### config.mk
export PLATFORM = sky130hd
export DESIGN_NAME = cacheline_mem_adapter
export DESIGN_NICKNAME = d
export VERILOG_FILES = /design/src/rtl/cacheline_mem_adapter.sv
export SDC_FILE = /design/constraint.sdc
export NUM_CORES = 1
export LEC_CHECK = 0
export CORE_AREA = 2 2 252 254
export DETAILED_ROUTE_END_ITERATION = 6
export DIE_AREA = 0 0 254 256
export DONT_BUFFER_PORTS = 1
export SLEW_MARGIN = 5
export SYNTH_ARGS = -nofsm -noshare
export SYNTH_HDL_FRONTEND = slang
export SYNTH_SLANG_ARGS = --single-unit
### constraint.sdc
create_clock -name CLK -period 8.8 [get_ports CLK]
set_input_delay 0.88 -clock CLK [delete_from_list [all_inputs] [get_ports CLK]]
set_output_delay 0.88 -clock CLK [all_outputs]
set_load 0.005 [all_outputs]
### src/rtl/cacheline_mem_adapter.sv
// Memory-side responder for the data cache's line interface.
// Each fill or writeback request is serialised into WORDS word beats on a
// narrow req/ack memory port. Fill words are assembled into line_rdata and
// the evicted line is replayed word by word from a write buffer.
module cacheline_mem_adapter #(
  parameter int LINE_WIDTH = 256,
  parameter int WORD_WIDTH = 32,
  parameter int WORDS      = LINE_WIDTH / WORD_WIDTH
) (
  input  logic                  CLK,
  input  logic                  RST,
  input  logic [31:0]           line_addr,
  input  logic                  line_read,
  input  logic                  line_write,
  input  logic [LINE_WIDTH-1:0] line_wdata,
  output logic [LINE_WIDTH-1:0] line_rdata,
  output logic                  line_done,
  output logic                  busy,
  output logic [31:0]           mem_addr,
  output logic [WORD_WIDTH-1:0] mem_wdata,
  output logic                  mem_re,
  output logic                  mem_we,
  input  logic [WORD_WIDTH-1:0] mem_rdata,
  input  logic                  mem_ack
);

  // Beat counter width, line byte-offset width, word byte-offset width and
  // the width needed to address a bit inside the line.
  localparam int BEAT_W = (WORDS > 1) ? $clog2(WORDS) : 1;
  localparam int OFF_W  = $clog2(LINE_WIDTH / 8);
  localparam int WB_W   = $clog2(WORD_WIDTH / 8);
  localparam int LB_W   = $clog2(LINE_WIDTH);
  localparam int WSH    = $clog2(WORD_WIDTH);

  typedef enum logic [1:0] {
    IDLE  = 2'd0,
    READ  = 2'd1,
    WRITE = 2'd2,
    DONE  = 2'd3
  } state_t;

  state_t                state;
  state_t                state_next;
  logic [BEAT_W-1:0]     beat;
  logic [31:0]           base;
  logic [LINE_WIDTH-1:0] wbuf;
  logic                  last_beat;
  logic [LB_W-1:0]       bit_off;
  logic [31:0]           beat_addr;
  logic                  take_req;

  assign last_beat = (beat == BEAT_W'(WORDS - 1));
  assign bit_off   = LB_W'(beat) << WSH;
  // Offset never carries out of the line offset bits: base is line aligned
  // and the last word sits at base + LINE_WIDTH/8 - WORD_WIDTH/8.
  assign beat_addr = base + (32'(beat) << WB_W);
  assign take_req  = (state == IDLE) && (line_read || line_write);

  // State register; reset aborts any transaction in flight.
  always_ff @(posedge CLK) begin
    if (RST) begin
      state <= IDLE;
    end else begin
      state <= state_next;
    end
  end

  // Next-state decode and memory-port / handshake outputs.
  always_comb begin
    state_next = state;
    mem_re     = 1'b0;
    mem_we     = 1'b0;
    mem_addr   = '0;
    mem_wdata  = '0;
    line_done  = 1'b0;
    busy       = 1'b1;
    unique case (state)
      IDLE: begin
        busy = 1'b0;
        // Writeback wins over a simultaneous fill; the fill is not queued.
        if (line_write) begin
          state_next = WRITE;
        end else if (line_read) begin
          state_next = READ;
        end
      end
      READ: begin
        mem_re   = 1'b1;
        mem_addr = beat_addr;
        if (mem_ack && last_beat) begin
          state_next = DONE;
        end
      end
      WRITE: begin
        mem_we    = 1'b1;
        mem_addr  = beat_addr;
        mem_wdata = wbuf[bit_off +: WORD_WIDTH];
        if (mem_ack && last_beat) begin
          state_next = DONE;
        end
      end
      DONE: begin
        line_done  = 1'b1;
        state_next = IDLE;
      end
      default: begin
        state_next = IDLE;
      end
    endcase
  end

  // Beat counter: cleared on request acceptance, advances on each acked beat.
  always_ff @(posedge CLK) begin
    if (RST) begin
      beat <= '0;
    end else begin
      case (state)
        IDLE: beat <= '0;
        READ, WRITE: begin
          if (mem_ack && !last_beat) begin
            beat <= beat + BEAT_W'(1);
          end
        end
        default: beat <= '0;
      endcase
    end
  end

  // Request capture: line-aligned base and writeback data, sampled only in IDLE
  // so requester inputs may change freely while busy.
  always_ff @(posedge CLK) begin
    if (take_req) begin
      base <= line_addr & ~((32'd1 << OFF_W) - 32'd1);
    end
    if ((state == IDLE) && line_write) begin
      wbuf <= line_wdata;
    end
  end

  // Fill line assembly; only a READ beat with ack touches line_rdata.
  always_ff @(posedge CLK) begin
    if (RST) begin
      line_rdata <= '0;
    end else if ((state == READ) && mem_ack) begin
      line_rdata[bit_off +: WORD_WIDTH] <= mem_rdata;
    end
  end

endmodule
Word-level counts from Yosys, hierarchy flattened
Index checks and enable logic that the tools add are counted.

Bits in registers: 544. Output and inout port bits: 324. Word-level logic and storage cells: 40.

Add/sub/neg operators: 3. Equality and inequality tests: 6. Shift operators: 3. Multiplexer cells: 11. Bitwise logic cells: 1. Reduce and logical (&&, ||, !) cells: 11.

Operators with widths (number): 256-bit bitwise mux (1); 32-bit by 10-bit variable shift with 256-bit output (first input constant) (1); 256-bit by 9-bit variable part select with 32-bit output (1); 32-bit by 10-bit variable part select with 256-bit output (1); 32-bit 2-to-1 mux (2); 32-bit by 5-bit adder with 32-bit output (1); 8-bit negation with 10-bit output (1); 2-bit 2-to-1 mux (3); 2-bit case mux with 3 select lines (1); 1-bit logical AND (5); 2-bit equality test (second input constant) (2); 1-bit 2-to-1 mux (4); 2-bit OR reduction (2); 3-bit by 1-bit adder with 3-bit output (second input constant) (1); 3-bit equality test (second input constant) (1); 3-bit != test (second input constant) (1); 2-bit by 1-bit equality test with 1-bit output (second input constant) (1); 2-bit zero test (1); 2-bit by 1-bit != test with 1-bit output (second input constant) (1); 2-bit AND reduction (1); 1-bit zero test (1); 1-bit logical OR (1); 1-bit NOT (1).

Longest topological paths before layout
Depth in word-level cells: 4. Gate-level depth with buffers: 10.

Worst setup path before layout
No wires, ideal clock.

Path type: in2reg. Start: in line_write. End: reg wbuf[0] (enable). Data arrival time: 6.629 ns. Required time: 8.152 ns. Setup slack: 1.523 ns. Stages: 1. Cell sequence: and2_1.

Word-level cells in the longest chain between the ends: 1.

Ends and longest elaborated chain: start: declaration (RTL line 14) `input logic line_write,`; 1-bit logical AND (RTL line 135) `if ((state == IDLE) && line_write) begin`; end signal: assignment (RTL line 136) `wbuf <= line_wdata;`; end: declaration (RTL line 46) `logic [LINE_WIDTH-1:0] wbuf;`.

Every way passes these cells. A chain may end at the register's enable or synchronous reset.

Final worst setup path
Start: reg beat[0]. End: out mem_wdata[24].

Word-level cells in the longest chain between the ends: 2.

Ends and longest elaborated chain: start: declaration (RTL line 44) `logic [BEAT_W-1:0] beat;`; start signal: assignment (RTL line 121) `beat <= beat + BEAT_W'(1);`; 256-bit by 9-bit variable part select with 32-bit output (RTL line 97) `mem_wdata = wbuf[bit_off +: WORD_WIDTH];`; 32-bit 2-to-1 mux (RTL line 77) `unique case (state)`; end: declaration (RTL line 20) `output logic [WORD_WIDTH-1:0] mem_wdata,`.

Every way passes these cells.

==> impl_metrics.csv <==
group,metric,value,unit
route,drt-wirelength-per-cell,24.3,um
cts,cts.root.buffer_cell,"sky130_fd_sc_hd__clkbuf_16",
synthesis,synth_top_cell_area_share,0.389,
timing,timing.final.max_slew_violations,0,
min_path,hold_class,"input pin to register",
timing,fin_worst_hold_slack,0.364,ns
synthesis,synthesis.instances,1665,
setup_path,cp_slowest_stage_delay,0.78,ns
route,vias_per_cell,5.08,
setup_path,crit_arrival,3.12,ns
cts,cts_max_level,2,
synthesis,mappedNetlistArea,21900,um^2
cts,ctsHoldBuffers,0,
place,place.port_buffers,0,
timing,max_slew.worst_pin.slew,1.21,ns
timing,timing_hold_violations_final,0,
timing,grt_setup_unrepaired,"false",
floorplanning,initial_utilization,0.350,
power_and_ir_drop,power_density,265,nW/um^2
timing,setup_violations,0,
floorplanning,dieArea,65000,um^2
setup_path,crit_path_cell_trace,"buf_4 > mux2i_1 > o22ai_1 > o21a_1",
power_and_ir_drop,total_leakage_power,8.18,nW
global_routing,grt_pass1_vias,13200,
synthesis,post_synthesis_sequential_area_ratio,0.628,
setup_path,cp_top_family,"buffers and inverters",
global_routing,globalRouteOverflowTotal,0,
synthesis,simple_gate_portion_of_the_synthesized_area,0.127,
timing,period_share,0.455,
cts,cts_tree,"built",
place,gp_routability_congestion,0.829,
synthesis,synth_most_common_cell,"sky130_fd_sc_hd__mux2i_1",
cells_and_area,postLayoutCoreUtil,0.390,
route,post_route_drc,0,
cts,post_cts_resized,0,
place,dp_hpwl,42700,um
synthesis,syn_area_per_cell,13.1,um^2
route,routed_wire_length_on_met3,6320,um
global_routing,maximum_number_of_pins_on_one_net_before_global_route_repair,264,
cells_and_area,flow.area_growth_from_synthesis,11.2,%
cts,postCtsSetupRepairBufs,0,
floorplanning,pin_count,649,
global_routing,grt_first_pass_wirelength,87600,um
route,wirelength_met1,21900,um
flow_run,timing.max_cap.violations,0,
floorplanning,floorplan.rows,92,
setup_path,critPathBufInv,1,
route,wirelength,61300,um
setup_path,worst-path-max-fanout,47,
floorplanning,die_x_extent,254,um
synthesis,yosysWarningCount,0,
synthesis,post_synth_edffs,283,
synthesis,ys_async_sr_fraction,0,
timing,fmax,250,MHz
synthesis,synth_common_cells,"sky130_fd_sc_hd__mux2i_1, sky130_fd_sc_hd__edfxtp_1, sky130_fd_sc_hd__dfxtp_1, sky130_fd_sc_hd__nand2b_1, sky130_fd_sc_hd__nand2_1",
synthesis,post_synth_fa_ha_maj_area_fraction,0.00687,
route,top_layer,"met5",
timing,finalClockSkew,0.0103,ns
global_routing,global_route.usage.total,0.181,
route,first_drt_iteration_drcs,832,
synthesis,yosys-mux-area-fraction,0.164,
route,route.met2.wl,31200,um
run_status,outcome,"finished clean",
setup_path,cp-start-kind,"register",
synthesis,synth_xor_xnor_area_share,0.000401,
setup_path,cpMaxStageDelayCell,"sky130_fd_sc_hd__buf_4",
floorplanning,die_h,256,um
cells_and_area,nNetsFinal,1967,
cts,path_clk_slew,0.06,ns
synthesis,synth_top_family_by_area,"multiplexers",
route,ant_nets,0,
synthesis,post_synth_num_cell_types,41,
setup_path,critPathKind,"register to output pin",
timing,tns,0,ns
cts,clkSinkCount,544,
synthesis,synth.area.top_cells,"sky130_fd_sc_hd__edfxtp_1, sky130_fd_sc_hd__dfxtp_1, sky130_fd_sc_hd__mux2i_1",
cts,cts.path.max_buffers,3,
synthesis,synth_compound_gate_area_share,0.0415,
synthesis,synth_ff_type,"sky130_fd_sc_hd__edfxtp_1",
global_routing,antenna_found_initial,14,
route,detailroute.via_count,12800,
cells_and_area,share_of_layout_cells_above_drive_strength_1,0.0896,
route,first_drt_pass_iteration_count,7,
setup_path,cp_data_required_time,7.92,ns
timing,min_period,4.00,ns
synthesis,synth-seq-cells,544,
timing,relSlewSlack,0.196,
floorplanning,core-area,62400,um^2
setup_path,end_kind,"output pin",
cts,cts_inserted_buffers,56,
synthesis,netlist.top_cell.by_area,"sky130_fd_sc_hd__edfxtp_1",
power_and_ir_drop,ir_drop,0.000205,V
cts,clock_latency,0.60,ns
==> routing by layer <==
layer / GRT usage / vias to the layer above
li1: - / 5841
met1: 0.192 / 6275
met2: 0.325 / 556
met3: 0.0724 / 130
met4: 0.0559 / 22
met5: 0 / -
==> worst reg2reg max path, stage by stage, from the launching register on <==
cell,delay [ns]
sky130_fd_sc_hd__dfxtp_4,0.77
sky130_fd_sc_hd__inv_1,0.16
sky130_fd_sc_hd__ha_1,0.26
sky130_fd_sc_hd__ha_1,0.45
sky130_fd_sc_hd__o31ai_4,0.19
sky130_fd_sc_hd__nor3_4,0.78
sky130_fd_sc_hd__buf_4,0.59
sky130_fd_sc_hd__mux2i_1,0.30
==> area by class of cell <==
| type | count | area, um^2 |
|---|---|---|
| antenna | 2 | 5.00 |
| clock buffer | 78 | 1580 |
| clock inverter | 24 | 234 |
| fill | 5907 | 38100 |
| inverter | 6 | 22.5 |
| multi-input combinational | 999 | 7510 |
| sequential | 544 | 13700 |
| tap | 846 | 1060 |
| timing repair buffer | 23 | 173 |
==> kinds of logic after synthesis <==
group,count (synthesis)
adder cells (fa/ha/maj),12
flip-flops,544
multiplexers,334
AND/OR/NAND/NOR,502
AO/OA/AOI/OAI,148
XOR/XNOR,1
other,1
buffers and inverters,123
==> state kept, by name, indices dropped and copies added (netlist names) <==
signal and flops:
base 27, beat 3, line_rdata 256, state 2
wbuf 256
==> metrics by stage <==
stage / cells / power, mW / cell area [um^2] / setup WS (ns)
6_report: 2522 / 6.44 / 24300 / 4.80
5_1_grt: 2520 / 6.71 / 24300 / 4.61
4_1_cts: 2520 / 6.52 / 24300 / 4.65
3_5_place_dp: 2418 / 4.20 / 22500 / 5.14
3_3_place_gp: 2418 / 4.16 / 22500 / 5.27
2_1_floorplan: 1666 / 3.98 / 21900 / 1.52
==> layout by cell type (no fill, tap or decap), types with 2 or more instances in the layout <==
master and instances:
sky130_fd_sc_hd__nand3_1 35, sky130_fd_sc_hd__inv_6 3, sky130_fd_sc_hd__clkbuf_1 14, sky130_fd_sc_hd__nor3_4 2
sky130_fd_sc_hd__o21ai_1 30, sky130_fd_sc_hd__nor2b_1 33, sky130_fd_sc_hd__and2_1 30, sky130_fd_sc_hd__o21a_1 22
sky130_fd_sc_hd__clkinv_2 11, sky130_fd_sc_hd__o22ai_1 44, sky130_fd_sc_hd__nand2b_1 228, sky130_fd_sc_hd__mux4_2 20
sky130_fd_sc_hd__diode_2 2, sky130_fd_sc_hd__dfxtp_1 259, sky130_fd_sc_hd__a21oi_1 34, sky130_fd_sc_hd__ha_2 2
sky130_fd_sc_hd__a21boi_0 11, sky130_fd_sc_hd__nor2_1 5, sky130_fd_sc_hd__dfxtp_4 2, sky130_fd_sc_hd__edfxtp_1 283
sky130_fd_sc_hd__nor3b_4 2, sky130_fd_sc_hd__mux2i_1 314, sky130_fd_sc_hd__ha_1 10, sky130_fd_sc_hd__clkbuf_16 57
sky130_fd_sc_hd__conb_1 2, sky130_fd_sc_hd__or3_2 3, sky130_fd_sc_hd__o21ai_0 3, sky130_fd_sc_hd__nor2_4 4
sky130_fd_sc_hd__bufinv_16 4, sky130_fd_sc_hd__clkinv_1 4, sky130_fd_sc_hd__inv_1 6, sky130_fd_sc_hd__clkbuf_8 7
sky130_fd_sc_hd__nand2_1 150, sky130_fd_sc_hd__buf_4 23
==> worst paths after layout <==
kind	start	end	slack, ns	cells past startpoint
setup / recovery	beat[0]$_SDFFE_PP0P_	mem_wdata[24]	4.80	4
hold / removal	RST	line_rdata[1]$_SDFFE_PP0P_	0.36	1
setup reg to reg	beat[0]$_SDFFE_PP0P_	line_rdata[154]$_SDFFE_PP0P_	5.23	7
hold reg to reg	line_rdata[148]$_SDFFE_PP0P_	line_rdata[148]$_SDFFE_PP0P_	0.49	2
==> report_power, final <==
part / switching (mW) / internal [mW] / total, mW
clock: 0.959 / 1.36 / 2.32
sequential: 0.126 / 3.09 / 3.22
combinational: 0.606 / 0.297 / 0.903
total: 1.69 / 4.75 / 6.44
Note: power is estimated with default switching activity, not from simulation.
